$ cat config.mk
export PLATFORM = sky130hd
export DESIGN_NAME = ex_mem_flag_stage
export DESIGN_NICKNAME = d
export VERILOG_FILES = /design/src/rtl/wisc_pkg.sv /design/src/rtl/flag_reg.sv /design/src/rtl/ex_mem_flag_stage.sv
export SDC_FILE = /design/constraint.sdc
export NUM_CORES = 1
export LEC_CHECK = 0
export BUFFER_PORTS_ARGS = -buffer_cell sky130_fd_sc_hd__buf_2
export CAP_MARGIN = 20
export CELL_PAD_IN_SITES_DETAIL_PLACEMENT = 2
export CELL_PAD_IN_SITES_GLOBAL_PLACEMENT = 2
export CORE_MARGIN = 5
export CORE_UTILIZATION = 26
export CTS_CLUSTER_SIZE = 25
export DETAILED_ROUTE_END_ITERATION = 12
export PLACE_DENSITY = 0.87
export SYNTH_ARGS = -nofsm -noshare
export SYNTH_HDL_FRONTEND = slang
export SYNTH_SLANG_ARGS = --single-unit
$ cat constraint.sdc
create_clock -name clk -period 1.1 [get_ports clk]
set_clock_uncertainty 0.1 [all_clocks]
set_input_delay 0 -clock clk [delete_from_list [all_inputs] [get_ports clk]]
set_output_delay 0 -clock clk [all_outputs]
set_load 0.02 [all_outputs]
$ cat src/rtl/wisc_pkg.sv
// Shared WISC definitions: opcode map and flag-update classification.
package wisc_pkg;

    localparam int unsigned OPC_W = 4;

    localparam logic [OPC_W-1:0] OPC_ADD    = 4'h0;
    localparam logic [OPC_W-1:0] OPC_SUB    = 4'h1;
    localparam logic [OPC_W-1:0] OPC_XOR    = 4'h2;
    localparam logic [OPC_W-1:0] OPC_RED    = 4'h3;
    localparam logic [OPC_W-1:0] OPC_SLL    = 4'h4;
    localparam logic [OPC_W-1:0] OPC_SRA    = 4'h5;
    localparam logic [OPC_W-1:0] OPC_ROR    = 4'h6;
    localparam logic [OPC_W-1:0] OPC_PADDSB = 4'h7;
    localparam logic [OPC_W-1:0] OPC_LW     = 4'h8;
    localparam logic [OPC_W-1:0] OPC_SW     = 4'h9;
    localparam logic [OPC_W-1:0] OPC_LLB    = 4'hA;
    localparam logic [OPC_W-1:0] OPC_LHB    = 4'hB;
    localparam logic [OPC_W-1:0] OPC_B      = 4'hC;
    localparam logic [OPC_W-1:0] OPC_BR     = 4'hD;
    localparam logic [OPC_W-1:0] OPC_PCS    = 4'hE;
    localparam logic [OPC_W-1:0] OPC_HLT    = 4'hF;

    // Which architectural flags an opcode writes.
    typedef enum logic [1:0] {
        FC_NONE = 2'd0,
        FC_Z    = 2'd1,
        FC_ZVN  = 2'd2
    } flag_class_e;

    // Arithmetic ops write all flags; logic/shift ops write only Z.
    function automatic flag_class_e flag_class(input logic [OPC_W-1:0] opc);
        flag_class_e fc;
        fc = FC_NONE;
        case (opc)
            OPC_ADD, OPC_SUB:                   fc = FC_ZVN;
            OPC_XOR, OPC_SLL, OPC_SRA, OPC_ROR: fc = FC_Z;
            default:                            fc = FC_NONE;
        endcase
        return fc;
    endfunction

endpackage

$ cat src/rtl/flag_reg.sv
// Architectural Z/V/N flag register with per-bit load enables.
module flag_reg (
    input  logic clk,
    input  logic rst_n,
    input  logic en_z,
    input  logic en_v,
    input  logic en_n,
    input  logic d_z,
    input  logic d_v,
    input  logic d_n,
    output logic q_z,
    output logic q_v,
    output logic q_n
);

    logic z_q, v_q, n_q;
    logic z_d, v_d, n_d;

    // Each flag reloads only when its own enable is set.
    always_comb begin
        z_d = z_q;
        v_d = v_q;
        n_d = n_q;
        if (en_z) z_d = d_z;
        if (en_v) v_d = d_v;
        if (en_n) n_d = d_n;
    end

    // Flag state register.
    always_ff @(posedge clk or negedge rst_n) begin
        if (!rst_n) begin
            z_q <= 1'b0;
            v_q <= 1'b0;
            n_q <= 1'b0;
        end else begin
            z_q <= z_d;
            v_q <= v_d;
            n_q <= n_d;
        end
    end

    assign q_z = z_q;
    assign q_v = v_q;
    assign q_n = n_q;

endmodule

$ cat src/rtl/ex_mem_flag_stage.sv
// EX/MEM pipeline register with stall/flush and ownership of the Z/V/N flags.
module ex_mem_flag_stage
    import wisc_pkg::*;
#(
    parameter int unsigned DATA_W = 16,
    parameter int unsigned REG_AW = 4
) (
    input  logic              clk,
    input  logic              rst_n,
    input  logic              stall,
    input  logic              flush,
    input  logic              ex_valid,
    input  logic [OPC_W-1:0]  ex_opcode,
    input  logic [DATA_W-1:0] ex_result,
    input  logic              ex_ovfl,
    input  logic [REG_AW-1:0] ex_dst,
    input  logic              ex_reg_wen,
    input  logic              ex_mem_ren,
    input  logic              ex_mem_wen,
    input  logic [DATA_W-1:0] ex_st_data,
    input  logic              ex_halt,
    output logic              mem_valid,
    output logic [DATA_W-1:0] mem_result,
    output logic [REG_AW-1:0] mem_dst,
    output logic              mem_reg_wen,
    output logic              mem_mem_ren,
    output logic              mem_mem_wen,
    output logic [DATA_W-1:0] mem_st_data,
    output logic              mem_halt,
    output logic              flag_z,
    output logic              flag_v,
    output logic              flag_n,
    output logic              flag_pending
);

    logic              valid_q,   valid_d;
    logic [DATA_W-1:0] result_q,  result_d;
    logic [REG_AW-1:0] dst_q,     dst_d;
    logic              reg_wen_q, reg_wen_d;
    logic              mem_ren_q, mem_ren_d;
    logic              mem_wen_q, mem_wen_d;
    logic [DATA_W-1:0] st_data_q, st_data_d;
    logic              halt_q,    halt_d;

    flag_class_e fc;
    logic        load_flags;

    // Next-state mux: flush beats stall beats load; controls die with bubbles.
    always_comb begin
        valid_d   = valid_q;
        result_d  = result_q;
        dst_d     = dst_q;
        reg_wen_d = reg_wen_q;
        mem_ren_d = mem_ren_q;
        mem_wen_d = mem_wen_q;
        st_data_d = st_data_q;
        halt_d    = halt_q;
        if (flush) begin
            valid_d   = 1'b0;
            result_d  = '0;
            dst_d     = '0;
            reg_wen_d = 1'b0;
            mem_ren_d = 1'b0;
            mem_wen_d = 1'b0;
            st_data_d = '0;
            halt_d    = 1'b0;
        end else if (!stall) begin
            valid_d   = ex_valid;
            result_d  = ex_result;
            dst_d     = ex_dst;
            reg_wen_d = ex_reg_wen & ex_valid;
            mem_ren_d = ex_mem_ren & ex_valid;
            mem_wen_d = ex_mem_wen & ex_valid;
            st_data_d = ex_st_data;
            halt_d    = ex_halt & ex_valid;
        end
    end

    // Stage register.
    always_ff @(posedge clk or negedge rst_n) begin
        if (!rst_n) begin
            valid_q   <= 1'b0;
            result_q  <= '0;
            dst_q     <= '0;
            reg_wen_q <= 1'b0;
            mem_ren_q <= 1'b0;
            mem_wen_q <= 1'b0;
            st_data_q <= '0;
            halt_q    <= 1'b0;
        end else begin
            valid_q   <= valid_d;
            result_q  <= result_d;
            dst_q     <= dst_d;
            reg_wen_q <= reg_wen_d;
            mem_ren_q <= mem_ren_d;
            mem_wen_q <= mem_wen_d;
            st_data_q <= st_data_d;
            halt_q    <= halt_d;
        end
    end

    // Flags move only when a real instruction is actually loaded into the stage.
    always_comb begin
        fc         = flag_class(ex_opcode);
        load_flags = ex_valid & ~flush & ~stall;
    end

    flag_reg u_flag_reg (
        .clk   (clk),
        .rst_n (rst_n),
        .en_z  (load_flags & (fc != FC_NONE)),
        .en_v  (load_flags & (fc == FC_ZVN)),
        .en_n  (load_flags & (fc == FC_ZVN)),
        .d_z   (ex_result == '0),
        .d_v   (ex_ovfl),
        .d_n   (ex_result[DATA_W-1]),
        .q_z   (flag_z),
        .q_v   (flag_v),
        .q_n   (flag_n)
    );

    assign flag_pending = ex_valid & (fc != FC_NONE);

    assign mem_valid   = valid_q;
    assign mem_result  = result_q;
    assign mem_dst     = dst_q;
    assign mem_reg_wen = reg_wen_q;
    assign mem_mem_ren = mem_ren_q;
    assign mem_mem_wen = mem_wen_q;
    assign mem_st_data = st_data_q;
    assign mem_halt    = halt_q;

endmodule
Word level (Yosys, flattened, before mapping)
Cells that the tools add are included.
Operators by class
  equal/unequal tests: 7
  muxes and demuxes: 17
  bitwise operators: 11
  reduce and logical (&&, ||, !) cells: 5
Operators with widths (count)
  2-to-1 mux 16 bit: 4
  zero test 16 bit: 1
  equality test 4 x 3 -> 1 bit, second input constant: 3
  2-to-1 mux 1 bit: 10
  AND 1 bit: 9
  2-to-1 mux 4 bit: 2
  equality test 4 x 1 -> 1 bit, second input constant: 1
  equality test 4 x 2 -> 1 bit, second input constant: 1
  zero test 4 bit: 1
  case mux 2 bit (2 select lines): 1
  OR reduction 4 bit: 1
  equality test 2 bit, second input constant: 1
  inequality test 2 x 1 -> 1 bit, second input constant: 1
  NOT 1 bit: 2
  nonzero test 2 bit: 1
  OR reduction 2 bit: 1
Word-level totals
  bits in registers: 44
  input bits: 50
  output and inout bits: 45
  word-level logic and storage cells: 51

Depth between registers and ports, before layout
Gate-level depths: netlist of the first run.
  depth after elaboration: 5
  mapped depth: 4

By module
From an unflattened synthesis of the first run, not the netlist that was laid out.
Second synthesis, totals
  cells, all modules: 153
  area total of the unflattened synthesis: 1846.8 um^2
By module, submodules not included
  ex_mem_flag_stage: instances 1, cells each 147, area an instance 1726.7 um^2
  flag_reg: instances 1, cells each 6, area an instance 120.1 um^2

Least setup slack after synthesis of the first run
No wires, ideal clock.
  path kind: input to register
  from: in stall
  to: reg u_flag_reg.n_q (netlist: u_flag_reg.q_n)
  setup time: 128 ps
  data arrival time: 772 ps
  required time: 872 ps
  slack: 100 ps
  stages: 4
  buffers on the path: 1
  cells stage by stage: buf_4 > nor4_2 > nand2b_1 > mux2_1
On the way
  cells in the longest elaborated chain, start to end: 3
RTL lines
  start: declaration: RTL line ex_mem_flag_stage.sv:10  | input logic stall,
  NOT 1 bit: RTL line ex_mem_flag_stage.sv:105  | load_flags = ex_valid & ~flush & ~stall;
  AND 1 bit: RTL line ex_mem_flag_stage.sv:105
  AND 1 bit: RTL line ex_mem_flag_stage.sv:113  | .en_n (load_flags & (fc == FC_ZVN)),
  end signal: assignment: RTL line flag_reg.sv:38  | n_q <= n_d;
  end: declaration: RTL line flag_reg.sv:16  | logic z_q, v_q, n_q;
Every way passes these cells.
A chain may end at the register's enable or synchronous reset.

Final worst setup path of the first run
  from: in ex_result[4]
  to: reg u_flag_reg.z_q (netlist: u_flag_reg.q_z)
On the way
  cells in the longest elaborated chain, start to end: 1
RTL lines
  start: declaration: RTL line ex_mem_flag_stage.sv:14  | input logic [DATA_W-1:0] ex_result,
  zero test 16 bit: RTL line ex_mem_flag_stage.sv:114  | .d_z (ex_result == '0),
  end signal: assignment: RTL line flag_reg.sv:36  | z_q <= z_d;
  end: declaration: RTL line flag_reg.sv:16
Every way passes these cells.

==> impl_metrics.py, run 1 <==
metrics = {
    "power": {
        "switching_share": 0.274,
        "post-layout-total-power_w": 0.00361,
        "netSwitchingPower_w": 0.000990,
        "p_comb_frac": 0.210,
        "leakagePower_nw": 1.58,
        "peakVddDrop_uv": 470,
        "power_frac_seq": 0.490,
        "pwr-share-clk": 0.300,
        "pwr_density_cell_nw_per_um2": 1240,
        "cellInternalPower_w": 0.00262,
    },
    "cells_and_area": {
        "num_antenna_cells": 0,
        "net_total_in_the_final_layout": 334,
        "syn2layout_area_growth_pct": 60.0,
        "final_cell_area_um2": 2920,
        "share_of_layout_cells_above_drive_strength_1": 0.401,
    },
    "timing": {
        "finalHoldWorstSlack_ps": -115,
        "timing_hold_violations_final": 10,
        "timing.max_slew.rel_slack": 0.722,
        "setup_repair_after_global_routing_missed_its_margin": "no",
        "final_clock_period_utilization_by_the_worst_path": 0.953,
        "worst-slew-pin-transition_ps": 413,
        "setup_ws_ps": 52.0,
        "fmax_mhz": 954,
        "fin_crit_period_ps": 1050,
        "report.final.setup_viol": 0,
        "maxSlewViolCount": 0,
    },
    "logic_synthesis": {
        "postSynth.asyncResetShare": 1.00,
        "seq_area_frac_synth": 0.604,
        "netlist_instances": 151,
        "synth_area_um2": 1820,
        "synthTopCellsByArea": "sky130_fd_sc_hd__dfrtp_1, sky130_fd_sc_hd__mux2i_1, sky130_fd_sc_hd__nor2_1",
        "dominantRegCellSynth": "sky130_fd_sc_hd__dfrtp_1",
        "synth_enable_flop_cells": 0,
        "synth_area_leader": "sky130_fd_sc_hd__dfrtp_1",
        "synth.yosys.warnings": 0,
        "synthesis.nets": 201,
        "synth_largest_type_area_fraction": 0.604,
        "synth-seq-cells": 44,
        "syn_avg_cell_area_um2": 12.1,
        "synth.lib_cells_used.distinct": 17,
        "most_common_cell_in_the_synthesized_netlist": "sky130_fd_sc_hd__dfrtp_1",
        "synth_commonest_cells": "sky130_fd_sc_hd__dfrtp_1, sky130_fd_sc_hd__nor2_1, sky130_fd_sc_hd__mux2i_1",
    },
    "min_path": {
        "holdCritPathClass": "in -> reg",
        "worst_hold_startpoint": "ex_result[2]",
        "min_delay_path_depth": 3,
        "worst_hold_path.endpoint": "mem_result[2]$_DFFE_PN0P_",
    },
    "detailed_routing": {
        "route.final.wire_length_mm": 6.32,
        "initialDrtViolationCount": 17,
        "avgViaCountPerCell": 4.41,
        "drt.antenna.violating_nets": 0,
        "vias": 1675,
        "number_of_search_and_repair_iterations_in_the_first_detailed_routing_pass": 3,
        "detail_route.wl_per_cell_um": 16.6,
        "total_drc_errors_in_the_routed_layout": 0,
    },
    "worst_setup_path": {
        "reg2reg_from": "u_flag_reg.q_v$_DFFE_PN0P_",
        "timing.reg2reg.worst_path_depth": 1,
        "cp-start-kind": "primary input",
        "required_ps": 1210,
        "ff2ff_setup_slack_ps": 210,
        "worst_setup_path_end_kind": "flip-flop",
        "cp.arrival_ps": 1160,
        "critical_path_peak_fanout": 2,
        "worst-setup-path-type": "in -> reg",
        "timing.rr.end": "u_flag_reg.q_v$_DFFE_PN0P_",
    },
    "status": {
        "run_status": "complete, but fails checks",
        "violations_in_the_final_reports": "negative hold slack",
    },
    "global_routing": {
        "grt_pass1_wl_mm": 10.2,
        "grt_pass1_vias": 1968,
        "globalRoute.totalOverflow": 0,
        "antenna_found_initial": 0,
        "maximum_number_of_pins_on_one_net_before_global_route_repair": 45,
        "grt_use_total": 0.150,
    },
    "floorplan": {
        "initial_utilization": 0.268,
        "horizontal_die_dimension_um": 93.7,
        "placementRows": 30,
        "core-area_um2": 6790,
        "boundaryPins": 95,
        "die_area_um2": 8790,
        "die_h_um": 93.7,
    },
    "cts": {
        "cts_buffers": 5,
        "clock_pin_slew_worst_setup_and_hold_paths_ps": 80,
        "cts_max_path_buffers": 2,
        "worstSkewPairLatency_ps": 290,
        "h-tree-depth": 2,
        "clock-sinks": 44,
        "ctsRootBufferMaster": "sky130_fd_sc_hd__clkbuf_8",
        "cts_post_setup_buffers_inserted": 0,
        "cts_tree": "done",
    },
    "placed_design": {
        "post_dp_cell_area_um2": 2480,
        "dp_hpwl_mm": 4.36,
        "port_buffers": 94,
        "pre_cts_ws_ps": -97.8,
        "gp_congestion": 0.732,
    },
    "job": {
        "max_cap_viol_count": 0,
    },
}
==> metrics by stage <==
step	cells	utilization	hold WS, ps	setup TNS [ps]
after CTS	379	0.426	-137	0
after floorplan	151	-	-396	0
after global routing	380	0.429	-116	0
after global placement	340	0.365	-96.2	-198
final	380	0.429	-115	0
after detailed placement	340	0.365	-94.3	-171
==> cells by family after synthesis <==
| logic type | after synthesis | synth area share |
|---|---|---|
| AND/OR/NAND/NOR | 50 | 0.119 |
| flip-flops | 44 | 0.604 |
| multiplexers | 39 | 0.216 |
| buffers and inverters | 11 | 0.0316 |
| AO/OA/AOI/OAI | 7 | 0.0302 |
==> worst max-delay path by stage <==
stage	start	to	slack [ps]	cells after the start
2_1_floorplan	stall	u_flag_reg.q_n$_DFFE_PN0P_	100	4
6_report	ex_result[4]	u_flag_reg.q_z$_DFFE_PN0P_	50	5
4_1_cts	ex_result[7]	u_flag_reg.q_z$_DFFE_PN0P_	2	5
3_3_place_gp	ex_result[11]	u_flag_reg.q_z$_DFFE_PN0P_	-90	5
3_5_place_dp	ex_result[11]	u_flag_reg.q_z$_DFFE_PN0P_	-100	5
5_1_grt	ex_result[4]	u_flag_reg.q_z$_DFFE_PN0P_	5	5
==> area by class of cell <==
cell class | count | area (µm²)
fillers | 727 | 3880
flip-flops and latches | 44 | 1100
repair buffers | 136 | 918
multi-input cells | 96 | 677
well taps | 96 | 120
clock buffers | 7 | 96.3
inverters | 1 | 3.75
==> critical path: stages <==
cell and delay (ps):
sky130_fd_sc_hd__dlygate4sd3_1 530, sky130_fd_sc_hd__buf_2 130, sky130_fd_sc_hd__nor4_2 220, sky130_fd_sc_hd__nand4_1 120
sky130_fd_sc_hd__mux2i_1 160
==> placed cells by master (no fill, tap or decap), drive strengths merged <==
master,instances
nor2b,1
a21oi,2
dfrtp,44
nor2,41
dlygate4sd3,33
nand4,1
nor4,5
buf,103
a22oi,4
mux2i,37
a2111oi,1
mux2,2
inv,1
clkbuf,7
nand2b,2
==> power by group through the flow <==
stage                     clock (W)  combinational [W]  sequential (W)
after detailed placement          0           0.000669         0.00180
after CTS                   0.00113           0.000758         0.00177
after floorplan                   0           0.000207         0.00192
after global placement            0           0.000650         0.00180
final                       0.00108           0.000757         0.00177
after global routing        0.00123           0.000826         0.00178
==> repair_timing <==
| action | 4_1_cts | 5_1_grt |
|---|---|---|
| resized for setup | 0 | 2 |
| hold buffers | 32 | 1 |
| hold endpoints to repair | 87 | 11 |
| endpoints found under the setup margin | 0 | 1 |
==> layer usage <==
layer	track usage	vias to the layer above	wire length, µm
met1	0.163	829	2450
met2	0.277	63	3330
met3	0.0449	8	468
met5	0	-	0
met4	0.0433	0	73
li1	-	775	-
No activity file was read; power rests on OpenSTA's default activity.
==> run 2: changes to the inputs <==
--- a/config.mk
+++ b/config.mk
@@ -10,10 +10,10 @@
 export CELL_PAD_IN_SITES_DETAIL_PLACEMENT = 2
 export CELL_PAD_IN_SITES_GLOBAL_PLACEMENT = 2
 export CORE_MARGIN = 5
-export CORE_UTILIZATION = 26
+export CORE_UTILIZATION = 28
 export CTS_CLUSTER_SIZE = 25
 export DETAILED_ROUTE_END_ITERATION = 12
-export PLACE_DENSITY = 0.87
+export PLACE_DENSITY = 0.92
 export SYNTH_ARGS = -nofsm -noshare
 export SYNTH_HDL_FRONTEND = slang
 export SYNTH_SLANG_ARGS = --single-unit
==> constraint.sdc (replaced) <==
create_clock -name clk -period 1.3 [get_ports clk]
set_clock_uncertainty 0.1 [all_clocks]
set_input_delay 0 -clock clk [delete_from_list [all_inputs] [get_ports clk]]
set_output_delay 0 -clock clk [all_outputs]
set_load 0.02 [all_outputs]
==> impl_metrics.py, run 2 (synthesis gave the netlist of run 1 again) <==
metrics = {
    "status": {
        "run_status": "complete, no violations",
    },
    "worst_setup_path": {
        "cp-start-kind": "primary input",
        "critical_path_peak_fanout": 2,
        "worst_path_largest_cell_delay_ps": 530,
        "timing.reg2reg.worst_path_depth": 1,
        "reg2reg_from": "u_flag_reg.q_n$_DFFE_PN0P_",
        "worst-setup-path-type": "in -> reg",
        "timing.critical_path.slowest_stage_cell": "sky130_fd_sc_hd__dlygate4sd3_1",
        "timing.rr.end": "u_flag_reg.q_n$_DFFE_PN0P_",
        "critical_path.cell_chain": "dlygate4sd3_1, buf_2, nor4_1, nand4_1, mux2i_1",
        "required_ps": 1410,
        "ff2ff_setup_slack_ps": 410,
        "cp.arrival_ps": 1350,
        "worst_setup_path_end_kind": "flip-flop",
    },
    "detailed_routing": {
        "vias": 1718,
        "total_drc_errors_in_the_routed_layout": 0,
        "number_of_search_and_repair_iterations_in_the_first_detailed_routing_pass": 4,
        "initialDrtViolationCount": 20,
        "route.final.wire_length_mm": 6.68,
        "avgViaCountPerCell": 4.62,
        "drt.antenna.violating_nets": 0,
        "detail_route.wl_per_cell_um": 17.9,
    },
    "cells_and_area": {
        "net_total_in_the_final_layout": 343,
        "final_cell_mix": "sky130_fd_sc_hd__buf_2, sky130_fd_sc_hd__dlygate4sd3_1, sky130_fd_sc_hd__dfrtp_1",
        "syn2layout_area_growth_pct": 62.7,
        "final_cell_area_um2": 2970,
        "share_of_layout_cells_above_drive_strength_1": 0.374,
        "layout_commonest_cell": "sky130_fd_sc_hd__buf_2",
        "final-instance-count-excl-fill": 372,
    },
    "placed_design": {
        "port_buffers": 94,
        "dpl.cell_count": 319,
        "pre_cts_ws_ps": 147,
        "dp_hpwl_mm": 4.33,
        "gp_congestion": 0.712,
        "post_dp_cell_area_um2": 2430,
    },
    "cts": {
        "h-tree-depth": 2,
        "cts_tree": "done",
        "cts_max_path_buffers": 2,
        "worstSkewPairLatency_ps": 290,
        "clock-sinks": 44,
        "clock_pin_slew_worst_setup_and_hold_paths_ps": 80,
        "ctsRootBufferMaster": "sky130_fd_sc_hd__clkbuf_8",
        "cts_buffers": 5,
    },
    "timing": {
        "post_route_setup_tns_ps": 0,
        "fmax_mhz": 811,
        "setup_ws_ps": 67.3,
        "finalHoldWorstSlack_ps": 20.7,
        "report.final.setup_viol": 0,
        "final_clock_period_utilization_by_the_worst_path": 0.948,
        "timing_hold_violations_final": 0,
        "maxSlewViolCount": 0,
        "timing.max_slew.rel_slack": 0.757,
        "worst-slew-pin-transition_ps": 362,
        "fin_crit_period_ps": 1230,
        "setup_repair_after_global_routing_missed_its_margin": "no",
    },
    "floorplan": {
        "die_area_um2": 8220,
        "horizontal_die_dimension_um": 90.7,
        "die_h_um": 90.7,
        "core-area_um2": 6350,
        "boundaryPins": 95,
        "initial_utilization": 0.287,
        "placementRows": 29,
    },
    "power": {
        "pwr_density_cell_nw_per_um2": 1020,
        "peakVddDrop_uv": 453,
        "leakagePower_nw": 1.61,
    },
    "min_path": {
        "min_delay_path_depth": 4,
        "holdCritPathClass": "in -> reg",
        "worst_hold_path.endpoint": "u_flag_reg.q_v$_DFFE_PN0P_",
        "worst_hold_startpoint": "ex_opcode[2]",
    },
    "global_routing": {
        "grt_pass1_wl_mm": 11.1,
        "antenna_found_initial": 1,
        "maximum_number_of_pins_on_one_net_before_global_route_repair": 45,
        "grt_use_total": 0.171,
        "grt_pass1_vias": 1997,
        "globalRoute.totalOverflow": 0,
    },
    "job": {
        "max_cap_viol_count": 0,
    },
}
## run 2: how the worst max path moves through the flow
stage,from,to,cells after the start
3_5_place_dp,stall,u_flag_reg.q_n$_DFFE_PN0P_,4
2_1_floorplan,stall,u_flag_reg.q_n$_DFFE_PN0P_,4
6_report,ex_result[14],u_flag_reg.q_z$_DFFE_PN0P_,5
5_1_grt,ex_result[13],u_flag_reg.q_z$_DFFE_PN0P_,5
4_1_cts,ex_result[8],u_flag_reg.q_z$_DFFE_PN0P_,6
3_3_place_gp,ex_result[11],u_flag_reg.q_z$_DFFE_PN0P_,5
## run 2: area by class of cell
cell class,count,area [µm²]
Antenna cell,1,2.50
Tap cell,77,96.3
Multi-Input combinational cell,96,671
Sequential cell,44,1100
Timing Repair Buffer,145,1000
Inverter,1,3.75
Fill cell,662,3380
Clock buffer,8,90.1
## run 2: power breakdown
| group | leakage [nW] | total, W | internal [W] | switching [W] |
|---|---|---|---|---|
| Clock | 0.0455 | 0.000866 | 0.000434 | 0.000432 |
| Combinational | 0.975 | 0.000660 | 0.000305 | 0.000355 |
| Sequential | 0.585 | 0.00150 | 0.00145 | 0.0000460 |
## run 2: through the flow
stage,utilization,power (W)
CTS,0.466,0.00308
finish,0.467,0.00302
floorplan,-,0.00180
global route,0.467,0.00320
global placement,0.382,0.00206
detailed placement,0.382,0.00208
## run 2: critical path: cells and delay by family
family	cells	cell delay, ps
buffers and inverters	2	670
multiplexers	1	150
AND/OR/NAND/NOR	2	520
## run 2: repair_timing
| item | 4_1_cts | 5_1_grt |
|---|---|---|
| setup endpoints to repair | 0 | 1 |
| buffers inserted | 0 | 0 |
| hold endpoints to repair | 87 | 0 |
| resized for setup | 0 | 1 |
| hold buffers | 44 | 0 |
## run 2: layer usage
layer	track usage	routed length, µm
met1	0.194	2520
met2	0.312	3640
met3	0.0475	427
met4	0.0471	96
met5	0	0
